==> src/rtl/msp_pkg.sv <==
// +----------------------------------------------------------------------+
// | msp_pkg : shared MSP v1 framing constants, status codes, FSM states  |
// | Revision: 1.0                                                        |
// +----------------------------------------------------------------------+
`default_nettype none

package msp_pkg;

  localparam logic [7:0] MSP_SYNC     = 8'h24;
  localparam logic [7:0] MSP_M        = 8'h4D;
  localparam logic [7:0] MSP_DIR_REQ  = 8'h3C;
  localparam logic [7:0] MSP_DIR_RESP = 8'h3E;
  localparam logic [7:0] MSP_DIR_ERR  = 8'h21;

  typedef enum logic [1:0] {
    MSP_OK      = 2'd0,
    MSP_BAD     = 2'd1,
    MSP_TIMEOUT = 2'd2,
    MSP_NAK     = 2'd3
  } msp_status_t;

  typedef enum logic [3:0] {
    ST_IDLE    = 4'd0,
    ST_TX_HDR  = 4'd1,
    ST_TX_LEN  = 4'd2,
    ST_TX_CMD  = 4'd3,
    ST_TX_PAY  = 4'd4,
    ST_TX_CK   = 4'd5,
    ST_RX_SYNC = 4'd6,
    ST_RX_M    = 4'd7,
    ST_RX_DIR  = 4'd8,
    ST_RX_LEN  = 4'd9,
    ST_RX_CMD  = 4'd10,
    ST_RX_PAY  = 4'd11,
    ST_RX_CK   = 4'd12,
    ST_DONE    = 4'd13
  } msp_req_state_t;

  function automatic logic [7:0] msp_clamp_len(input logic [7:0] len, input logic [7:0] max_len);
    return (len > max_len) ? max_len : len;
  endfunction

endpackage

`default_nettype wire

==> src/rtl/msp_timeout_timer.sv <==
// +----------------------------------------------------------------------+
// | msp_timeout_timer : loadable down-counter with single-cycle expiry   |
// | Revision: 1.0                                                        |
// +----------------------------------------------------------------------+
`default_nettype none

module msp_timeout_timer #(
  parameter int unsigned CYCLES = 72_000
) (
  input  logic clk,
  input  logic rst_n,
  input  logic i_load,
  input  logic i_en,
  output logic o_expired
);

  localparam int unsigned W = $clog2(CYCLES + 1);

  logic [W-1:0] r_count;

  always_ff @(posedge clk or negedge rst_n) begin
    if (!rst_n) begin
      r_count <= '0;
    end else if (i_load) begin
      r_count <= W'(CYCLES);
    end else if (i_en && (r_count != '0)) begin
      r_count <= r_count - W'(1);
    end
  end

  // Fires on the cycle whose edge takes the count to zero; a reload wins.
  assign o_expired = i_en & ~i_load & (r_count == W'(1));

endmodule

`default_nettype wire

==> src/rtl/msp_requester.sv <==
// +----------------------------------------------------------------------+
// | msp_requester : MSP v1 initiator, frames a $M< request and parses    |
// | the $M> / $M! reply, streaming reply payload and a final status.     |
// | Revision: 1.0                                                        |
// +----------------------------------------------------------------------+
`default_nettype none

module msp_requester
  import msp_pkg::*;
#(
  parameter int unsigned CLK_FREQ_HZ = 72_000_000,
  parameter int unsigned MAX_PAYLOAD = 16,
  parameter int unsigned TIMEOUT_US  = 1000
) (
  input  logic                     clk,
  input  logic                     rst_n,
  input  logic                     req_valid,
  output logic                     req_ready,
  input  logic [7:0]               req_cmd,
  input  logic [7:0]               req_len,
  input  logic [MAX_PAYLOAD*8-1:0] req_payload,
  output logic [7:0]               tx_data,
  output logic                     tx_valid,
  input  logic                     tx_ready,
  input  logic [7:0]               rx_data,
  input  logic                     rx_valid,
  output logic [7:0]               resp_data,
  output logic                     resp_valid,
  output logic                     done,
  output logic [1:0]               done_status,
  output logic [7:0]               done_len,
  output logic                     busy
);

  localparam int unsigned TIMEOUT_CYCLES = (CLK_FREQ_HZ / 1_000_000) * TIMEOUT_US;
  localparam logic [7:0]  MAX_LEN        = 8'(MAX_PAYLOAD);

  msp_req_state_t           r_state;
  logic [7:0]               r_cnt;
  logic [7:0]               r_cmd;
  logic [7:0]               r_len;
  logic [7:0]               r_ck;
  logic [MAX_PAYLOAD*8-1:0] r_payload;
  logic [7:0]               r_rx_len;
  logic [7:0]               r_rx_cmd;
  logic [7:0]               r_rx_ck;
  logic                     r_nak;
  logic [7:0]               r_resp_data;
  logic                     r_resp_valid;
  msp_status_t              r_done_status;
  logic [7:0]               r_done_len;

  logic [7:0] w_tx_data;
  logic [7:0] w_clamped_len;
  logic       w_tx_valid;
  logic       w_tx_fire;
  logic       w_rx_active;
  logic       w_timer_load;
  logic       w_expired;

  assign w_clamped_len = msp_clamp_len(req_len, MAX_LEN);
  assign w_tx_valid    = r_state inside {ST_TX_HDR, ST_TX_LEN, ST_TX_CMD, ST_TX_PAY, ST_TX_CK};
  assign w_tx_fire     = w_tx_valid & tx_ready;
  assign w_rx_active   = r_state inside {ST_RX_SYNC, ST_RX_M, ST_RX_DIR, ST_RX_LEN,
                                         ST_RX_CMD, ST_RX_PAY, ST_RX_CK};
  // Arm on the final request byte, then re-arm on every received byte.
  assign w_timer_load  = ((r_state == ST_TX_CK) & w_tx_fire) | (w_rx_active & rx_valid);

  msp_timeout_timer #(
    .CYCLES (TIMEOUT_CYCLES)
  ) u_timer (
    .clk       (clk),
    .rst_n     (rst_n),
    .i_load    (w_timer_load),
    .i_en      (w_rx_active),
    .o_expired (w_expired)
  );

  always_comb begin
    w_tx_data = 8'h00;
    case (r_state)
      ST_TX_HDR: w_tx_data = (r_cnt == 8'd0) ? MSP_SYNC :
                             (r_cnt == 8'd1) ? MSP_M : MSP_DIR_REQ;
      ST_TX_LEN: w_tx_data = r_len;
      ST_TX_CMD: w_tx_data = r_cmd;
      ST_TX_PAY: w_tx_data = r_payload[7:0];
      ST_TX_CK:  w_tx_data = r_ck;
      default:   w_tx_data = 8'h00;
    endcase
  end

  always_ff @(posedge clk or negedge rst_n) begin
    if (!rst_n) begin
      r_state       <= ST_IDLE;
      r_cnt         <= 8'h00;
      r_cmd         <= 8'h00;
      r_len         <= 8'h00;
      r_ck          <= 8'h00;
      r_payload     <= '0;
      r_rx_len      <= 8'h00;
      r_rx_cmd      <= 8'h00;
      r_rx_ck       <= 8'h00;
      r_nak         <= 1'b0;
      r_resp_data   <= 8'h00;
      r_resp_valid  <= 1'b0;
      r_done_status <= MSP_OK;
      r_done_len    <= 8'h00;
    end else begin
      r_resp_valid <= 1'b0;
      if (w_rx_active && w_expired) begin
        r_state       <= ST_DONE;
        r_done_status <= MSP_TIMEOUT;
        r_done_len    <= 8'h00;
      end else begin
        case (r_state)
          ST_IDLE: begin
            if (req_valid) begin
              r_cmd     <= req_cmd;
              r_len     <= w_clamped_len;
              r_payload <= req_payload;
              r_ck      <= w_clamped_len ^ req_cmd;
              r_cnt     <= 8'h00;
              r_state   <= ST_TX_HDR;
            end
          end
          ST_TX_HDR: begin
            if (w_tx_fire) begin
              if (r_cnt == 8'd2) begin
                r_cnt   <= 8'h00;
                r_state <= ST_TX_LEN;
              end else begin
                r_cnt <= r_cnt + 8'd1;
              end
            end
          end
          ST_TX_LEN: if (w_tx_fire) r_state <= ST_TX_CMD;
          ST_TX_CMD: begin
            if (w_tx_fire) begin
              r_cnt   <= r_len;
              r_state <= (r_len == 8'h00) ? ST_TX_CK : ST_TX_PAY;
            end
          end
          ST_TX_PAY: begin
            // Payload drains from the low byte so tx_data is always bits [7:0].
            if (w_tx_fire) begin
              r_ck      <= r_ck ^ r_payload[7:0];
              r_payload <= r_payload >> 8;
              r_cnt     <= r_cnt - 8'd1;
              if (r_cnt == 8'd1) r_state <= ST_TX_CK;
            end
          end
          ST_TX_CK: if (w_tx_fire) r_state <= ST_RX_SYNC;
          ST_RX_SYNC: if (rx_valid && rx_data == MSP_SYNC) r_state <= ST_RX_M;
          ST_RX_M: begin
            if (rx_valid) begin
              if (rx_data == MSP_M)         r_state <= ST_RX_DIR;
              else if (rx_data != MSP_SYNC) r_state <= ST_RX_SYNC;
            end
          end
          ST_RX_DIR: begin
            if (rx_valid) begin
              if (rx_data == MSP_DIR_RESP || rx_data == MSP_DIR_ERR) begin
                r_nak   <= (rx_data == MSP_DIR_ERR);
                r_state <= ST_RX_LEN;
              end else begin
                r_state <= ST_RX_SYNC;
              end
            end
          end
          ST_RX_LEN: begin
            if (rx_valid) begin
              r_rx_len <= rx_data;
              r_rx_ck  <= rx_data;
              r_state  <= ST_RX_CMD;
            end
          end
          ST_RX_CMD: begin
            if (rx_valid) begin
              r_rx_cmd <= rx_data;
              r_rx_ck  <= r_rx_ck ^ rx_data;
              r_cnt    <= r_rx_len;
              r_state  <= (r_rx_len == 8'h00) ? ST_RX_CK : ST_RX_PAY;
            end
          end
          ST_RX_PAY: begin
            if (rx_valid) begin
              r_resp_data  <= rx_data;
              r_resp_valid <= 1'b1;
              r_rx_ck      <= r_rx_ck ^ rx_data;
              r_cnt        <= r_cnt - 8'd1;
              if (r_cnt == 8'd1) r_state <= ST_RX_CK;
            end
          end
          ST_RX_CK: begin
            if (rx_valid) begin
              r_done_len <= r_rx_len;
              if (rx_data != r_rx_ck || r_rx_cmd != r_cmd) r_done_status <= MSP_BAD;
              else if (r_nak)                              r_done_status <= MSP_NAK;
              else                                         r_done_status <= MSP_OK;
              r_state <= ST_DONE;
            end
          end
          ST_DONE: r_state <= ST_IDLE;
          default: r_state <= ST_IDLE;
        endcase
      end
    end
  end

  assign req_ready   = (r_state == ST_IDLE);
  assign busy        = (r_state != ST_IDLE);
  assign tx_data     = w_tx_data;
  assign tx_valid    = w_tx_valid;
  assign resp_data   = r_resp_data;
  assign resp_valid  = r_resp_valid;
  assign done        = (r_state == ST_DONE);
  assign done_status = r_done_status;
  assign done_len    = r_done_len;

endmodule

`default_nettype wire

==> config.mk <==
export PLATFORM = sky130hd
export DESIGN_NAME = msp_requester
export DESIGN_NICKNAME = d
export VERILOG_FILES = /design/src/rtl/msp_pkg.sv /design/src/rtl/msp_timeout_timer.sv /design/src/rtl/msp_requester.sv
export SDC_FILE = /design/constraint.sdc
export NUM_CORES = 1
export LEC_CHECK = 0
export ABC_CLOCK_PERIOD_IN_PS = 4770
export BUFFER_PORTS_ARGS = -buffer_cell sky130_fd_sc_hd__buf_2
export CAP_MARGIN = 20
export CORE_MARGIN = 2
export CORE_UTILIZATION = 55
export DETAILED_ROUTE_END_ITERATION = 7
export GPL_TIMING_DRIVEN = 0
export PLACE_DENSITY = 0.87
export SYNTH_ARGS = -nofsm -noshare
export SYNTH_HDL_FRONTEND = slang
export SYNTH_HIERARCHICAL = 1
export SYNTH_SLANG_ARGS = --single-unit
==> constraint.sdc <==
create_clock -name clk -period 4.77 [get_ports clk]
set_input_delay 0.954 -clock clk [delete_from_list [all_inputs] [get_ports clk]]
set_output_delay 0.954 -clock clk [all_outputs]
set_load 0.05 [all_outputs]
# Yosys cells after proc, flatten, opt, wreduce, memory -nomap -nowiden
# Cells that the tools add are included.
[word_totals]
out_inout_bits = 31
elab_cells = 164
register_bits = 225
[classes]
muxes = 56
reduce_logical = 30
eq_ne = 48
order_cmp = 1
bitwise_logic = 11
add_sub_neg = 3
[ops]
columns = ["op", "count"]
rows = [
  ["128-bit two-way mux", 2],
  ["128-bit case mux with 2 select lines", 1],
  ["8-bit two-way mux", 14],
  ["4-bit two-way mux", 20],
  ["4-bit case mux with 13 select lines", 1],
  ["8-bit case mux with 6 select lines", 1],
  ["8-bit case mux with 5 select lines", 1],
  ["3-bit by 2-bit inequality test with 1-bit output, second input constant", 12],
  ["17-bit two-way mux", 2],
  ["8-bit case mux with 2 select lines", 2],
  ["4-bit == test, second input constant", 6],
  ["8-bit by 6-bit == test with 1-bit output, second input constant", 3],
  ["8-bit zero test", 3],
  ["8-bit bitwise XOR", 3],
  ["17-bit by 1-bit == test with 1-bit output, second input constant", 1],
  ["17-bit AND reduction", 1],
  ["17-bit nonzero test", 1],
  ["17-bit by 1-bit subtractor with 17-bit output, second input constant", 1],
  ["4-bit by 3-bit == test with 1-bit output, second input constant", 4],
  ["8-bit inequality test", 2],
  ["7-bit two-way mux", 2],
  ["2-bit inequality test, second input constant", 7],
  ["3-bit by 1-bit inequality test with 1-bit output, second input constant", 4],
  ["3-bit AND reduction", 4],
  ["other kinds (29)", 51],
]

# Logic depth before layout (Yosys ltp)
[logic_depth]
ltp_word = 11
depth_mapped = 16
ltp_nobuf = 10

# Cells and area by module
# The synthesis kept the hierarchy.
[by_module_without_submodules]
columns = ["mod", "cells_each", "area_per_inst_um2", "seq_area_each_um2", "n_inst"]
rows = [
  ["msp_requester", 1225, 10739.0, 5205.0, 1],
  ["msp_timeout_timer", 113, 1051.0, 425.4, 1],
]

# Least setup slack after synthesis
# Ideal clock, no wire load.
[synth_path]
path_type = "input -> register"
start = "input rx_valid"
end = "register r_rx_len[5]"
setup_ns = 0.125
cell_stages = 10
t_arrival_ns = 3.214
n_path_buf = 4
setup_slack_ns = 1.431
path_cell_list = "clkbuf_1 > a32oi_1 > o21ai_0 > buf_6 > buf_2 > nor4bb_1 > and4bb_2 > nand2b_1 > clkbuf_1 > mux2_2"
[synth_via]
elab_chain_len = 8
[synth_lines]
columns = ["item", "line_no", "text"]
rows = [
  ["start, declared", "msp_requester.sv:26", "input logic rx_valid,"],
  ["1-bit bitwise AND", "msp_requester.sv:67", "assign w_timer_load = ((r_state == ST_TX_CK) & w_tx_fire) | (w_rx_active & rx_valid);"],
  ["1-bit OR", "msp_requester.sv:67", ""],
  ["via w_timer_load", "msp_requester.sv:58", "logic w_timer_load;"],
  ["1-bit NOT", "msp_timeout_timer.sv:32", "assign o_expired = i_en & ~i_load & (r_count == W'(1));"],
  ["1-bit bitwise AND (2 in a row)", "msp_timeout_timer.sv:32", ""],
  ["via w_expired", "msp_requester.sv:59", "logic w_expired;"],
  ["1-bit logical AND", "msp_requester.sv:110", "if (w_rx_active && w_expired) begin"],
  ["1-bit NOT (no line)", "n/a", ""],
  ["3-bit AND reduction (no line)", "n/a", ""],
  ["end signal, assigned", "msp_requester.sv:172", "r_rx_len <= rx_data;"],
  ["end, declared", "msp_requester.sv:44", "logic [7:0] r_rx_len;"],
]
# The timed path passes the listed nets, and every way through them passes these cells.
# A chain may end at the register's enable or synchronous reset.

# Worst setup path in the final report
[layout_path]
start = "register r_state[3]"
end = "register r_rx_ck[5]"
[layout_via]
elab_chain_len = 11
elab_cells_between_ends = 29
[layout_lines]
columns = ["item", "line_no", "text"]
rows = [
  ["start, declared", "msp_requester.sv:38", "msp_req_state_t r_state;"],
  ["start signal, assigned", "msp_requester.sv:140", "r_state <= (r_len == 8'h00) ? ST_TX_CK : ST_TX_PAY;"],
  ["start signal, assigned", "msp_requester.sv:182", "r_state <= (r_rx_len == 8'h00) ? ST_RX_CK : ST_RX_PAY;"],
  ["4-bit by 1-bit == test with 1-bit output, or another cell as far along", "msp_requester.sv:62", "assign w_tx_valid = r_state inside {ST_TX_HDR, ST_TX_LEN, ST_TX_CMD, ST_TX_PAY, ST_TX_CK};"],
  ["5-bit nonzero test", "msp_requester.sv:62", ""],
  ["1-bit bitwise AND", "msp_requester.sv:63", "assign w_tx_fire = w_tx_valid & tx_ready;"],
  ["1-bit bitwise AND", "msp_requester.sv:67", ""],
  ["1-bit OR (*)", "msp_requester.sv:67", ""],
  ["via w_timer_load", "msp_requester.sv:58", ""],
  ["1-bit NOT (*)", "msp_timeout_timer.sv:32", ""],
  ["1-bit bitwise AND (*) (2 in a row)", "msp_timeout_timer.sv:32", ""],
  ["via w_expired", "msp_requester.sv:59", ""],
  ["1-bit logical AND (*)", "msp_requester.sv:110", ""],
  ["1-bit NOT (no line) (*)", "n/a", ""],
  ["4-bit AND reduction (no line) (*)", "n/a", ""],
  ["end signal, assigned", "msp_requester.sv:173", "r_rx_ck <= rx_data;"],
  ["end signal, assigned", "msp_requester.sv:180", "r_rx_ck <= r_rx_ck ^ rx_data;"],
  ["end signal, assigned", "msp_requester.sv:189", "r_rx_ck <= r_rx_ck ^ rx_data;"],
  ["end, declared", "msp_requester.sv:46", "logic [7:0] r_rx_ck;"],
]
# Mark *: on every way through the listed nets, which the timed path passes. The rest lies on a longest branch.

==> out/qor.txt <==
OUTCOME
----------------------------------------------------------------------------------------
Run status ................................................................ finished, final reports clean

SETUP PATH
----------------------------------------------------------------------------------------
R2R depth .................................................................           16
Path length in cells of the critical path .................................           16
Library cell contributing the largest single delay on the critical path ... sky130_fd_sc_hd__nor4bb_1
Buf+Inv Stages, Crit Path .................................................            8
Worst Setup End Kind ......................................................     register
Biggest cell delay along the critical path ................................       920 ps
Arrival time reported for the critical path endpoint ......................      4610 ps
Setup slack of the worst register-to-register path ........................       530 ps
Required time of the critical path ........................................      5140 ps
Cell family with the largest share of critical-path delay ................. simple AND/OR/NAND/NOR gates
Worst path cell trace ..................................................... buf_4 > buf_8 > clkbuf_8 > inv_1 > nor2_1 > a32oi_1 > o21ai_0 > buf_6 > buf_2 > nor4bb_1 > and4bb_2 > and2_1 > clkbuf_1 > clkbuf_1 > a21oi_1 > a21oi_1
CP Class ..................................................................   reg -> reg
Startpoint Class ..........................................................     register
Largest fanout on the critical path .......................................           10

STA
----------------------------------------------------------------------------------------
Setup_tns .................................................................         0 ps
Pins over their slew limit ................................................            0
RSZ-0062 raised after global routing ......................................           no
Count of final hold-check violations ......................................            0
Worst Max-Slew Pin Slew ...................................................      1070 ps
Relative slew margins .....................................................        0.280
Clock period minus worst slack ............................................      4240 ps
Final Cycle Share .........................................................        0.890
Minimum hold slack ........................................................       466 ps
Final setup viols .........................................................            0
Max Clock Skew ............................................................      20.5 ps
Fmax achieved .............................................................      236 MHz
Final WS setup ............................................................       527 ps

CLOCK NETWORK
----------------------------------------------------------------------------------------
Cells resized by post-CTS repair ..........................................            0
Clock tree from TritonCTS .................................................        built
Number of clock sinks .....................................................          225
CTS Hold Buffers Added ....................................................            0
Total setup buffers inserted after CTS ....................................            0
H-tree levels .............................................................            1
Register clock-pin slew on the reported worst setup and hold paths ........        60 ps
Clock latency at the later pin of the worst-skew pair .....................       530 ps
Clock root buffer ......................................................... sky130_fd_sc_hd__clkbuf_16
CTS buffer count ..........................................................           25
Maximum number of buffers from clock root to sink .........................            3

PLACEMENT
----------------------------------------------------------------------------------------
Worst-case setup slack after placement ....................................       677 ps
Count of input and output buffers .........................................          183
GP Congestion .............................................................        0.961
Total half-perimeter wirelength after legalization and detailed placement .      24.1 mm

FINISH
----------------------------------------------------------------------------------------
Ratio of cells with drive above 1 in the final layout .....................        0.203
Fin util ..................................................................        0.662
Flip-flop count of the largest register, all copies and words added .......          128
Final Net Count ...........................................................         1714
Post-synthesis to final-layout area growth ................................        18.0%
Register with the most flip-flops .........................................    r_payload
Regs by FF count .......................................................... r_payload x128, u_timer/r_count x17

SYNTHESIS
----------------------------------------------------------------------------------------
Number of flops mapped to enable cells by yosys ...........................            0
Average instance area after synthesis .....................................   8.81 sq um
Cell type with the highest aggregate area in the netlist .................. sky130_fd_sc_hd__dfrtp_1
Flops & latches, synth ....................................................          225
Post-synth cell types .....................................................           84
Synthesized netlist cell count ............................................         1338
Library cell with the highest instance count after synthesis .............. sky130_fd_sc_hd__nand2_1
Post-synth top flop ....................................................... sky130_fd_sc_hd__dfrtp_1
Syn Nets ..................................................................         1502
Post-Synthesis Cell Area ..................................................  11800 sq um
Share of the yosys chip area belonging to registers .......................        0.478
Area fraction of the dominant cell type after synthesis ...................        0.478
Biggest area contributors in the synthesized netlist ...................... sky130_fd_sc_hd__dfrtp_1 48%, sky130_fd_sc_hd__nand2_1 9.3%, sky130_fd_sc_hd__a31oi_1 6.6%
Most numerous cell types in the synthesized netlist ....................... 293 x sky130_fd_sc_hd__nand2_1, 225 x sky130_fd_sc_hd__dfrtp_1, 171 x sky130_fd_sc_hd__nor2_1, 124 x sky130_fd_sc_hd__a31oi_1, 61 x sky130_fd_sc_hd__clkbuf_1
Post-synth ARST share .....................................................         1.00
Number of synthesis warnings ..............................................            6

FLOORPLANNING
----------------------------------------------------------------------------------------
Starting density of the core ..............................................        0.561
Full die area .............................................................  22600 sq um
Width of the die ..........................................................  150 microns
Chip height ...............................................................  150 microns
Site Rows .................................................................           53
Top Ports .................................................................          188
Total core area ...........................................................  21000 sq um

GRT
----------------------------------------------------------------------------------------
Global-route wire length before repair ....................................      54.1 mm
Vias in the first global route ............................................        10800
Global router's overall resource usage ....................................        0.299
Initial antenna violation count ...........................................            8
Maximum number of pins on one net before global-route repair ..............          115
GRT overflow ..............................................................            0

WORST HOLD PATH
----------------------------------------------------------------------------------------
Min-delay worst type ......................................................   reg -> reg
Instance count along the most critical hold path ..........................            2

DRT
----------------------------------------------------------------------------------------
Routed wire length per instance ........................................... 18.4 microns
Number of design rule violations left after detail routing ................            0
Via-per-instance ratio ....................................................         6.06
WL final ..................................................................      33.9 mm
Number of vias in the routed layout .......................................        11200
Iteration-0 DRC count of the detailed router ..............................          990
Antenna Violating Nets Remaining ..........................................            0
Number of iterations in the first detailed-routing pass ...................            8

POWER AND IR DROP
----------------------------------------------------------------------------------------
Worst vdd ir ..............................................................       341 uV
Cell area power density ...................................................  611 nW/um^2
Power after layout ........................................................    0.00850 W
Static leakage ............................................................      6.34 nW

RUN
----------------------------------------------------------------------------------------
Number of maximum-capacitance constraint violations .......................            0

[worst paths after layout]
kind	to	start
max	r_rx_ck[5]	r_state[3]
min	r_payload[121]	r_payload[121]
max reg2reg	r_rx_ck[5]	r_state[3]
min reg2reg	r_payload[121]	r_payload[121]
max in group asynchronous	r_len[7]	rst_n
min in group asynchronous	resp_data[6]	rst_n
[worst register-to-register path, stage by stage (launching register included)]
cell	delay, ps
sky130_fd_sc_hd__dfrtp_1	410
sky130_fd_sc_hd__buf_4	190
sky130_fd_sc_hd__buf_8	150
sky130_fd_sc_hd__clkbuf_8	170
sky130_fd_sc_hd__inv_1	220
sky130_fd_sc_hd__nor2_1	110
sky130_fd_sc_hd__a32oi_1	150
sky130_fd_sc_hd__o21ai_0	150
sky130_fd_sc_hd__buf_6	170
sky130_fd_sc_hd__buf_2	190
sky130_fd_sc_hd__nor4bb_1	920
sky130_fd_sc_hd__and4bb_2	360
sky130_fd_sc_hd__and2_1	180
sky130_fd_sc_hd__clkbuf_1	190
sky130_fd_sc_hd__clkbuf_1	280
sky130_fd_sc_hd__a21oi_1	200
sky130_fd_sc_hd__a21oi_1	60
[stage by stage]
step,instances,instance area [sq um]
final,1847,13900
after global routing,1844,13900
after CTS,1840,13900
after detailed placement,1797,13100
after global placement,1796,13100
after floorplan,1338,11800
[placed cells by master (no fill, tap or decap), drive strengths merged, types with 30 or more instances in the layout]
master	instances
buf	221
dfrtp	225
o21ai	59
clkbuf	106
nand2	293
nand3	30
a21oi	36
a31oi	125
nor2	172
mux2	40
[cell type report]
type / instances / area, sq um
Inverter: 14 / 52.6
Clock buffer: 37 / 741
Sequential cell: 225 / 5630
Antenna cell: 6 / 15.0
Fill cell: 1617 / 7110
Buffer: 105 / 553
Tap cell: 275 / 344
Clock inverter: 6 / 62.6
Timing Repair Buffer: 185 / 958
Multi-Input combinational cell: 994 / 5550
[power breakdown]
| group | total [W] | switching [W] | leakage [nW] | internal, W |
|---|---|---|---|---|
| clock | 0.00189 | 0.000769 | 0.399 | 0.00112 |
| combinational | 0.00348 | 0.00221 | 3.26 | 0.00127 |
| sequential | 0.00313 | 0.000520 | 2.68 | 0.00261 |
[cells by family (layout without fill, tap and decap cells)]
group                      Yosys count  in the layout  share of synthesized area
and+or+nand+nor                    618            618                      0.238
xor gates and xnor gates            24             24                     0.0178
AOI/OAI and AO/OA                  294            294                      0.161
muxes                               51             51                     0.0475
DFF                                225            225                      0.478
other                                0              6                          0
adders and majority gates            7              7                    0.00743
buffers and inverters              119            347                     0.0514
[layer usage]
metal	track usage	wire length, microns	vias up
met5	0	37	-
met4	0.124	1370	6
met3	0.0576	2810	121
met2	0.475	16100	567
met1	0.404	13600	5352
li1	-	-	5139
Note: power is estimated with default switching activity, not from simulation.
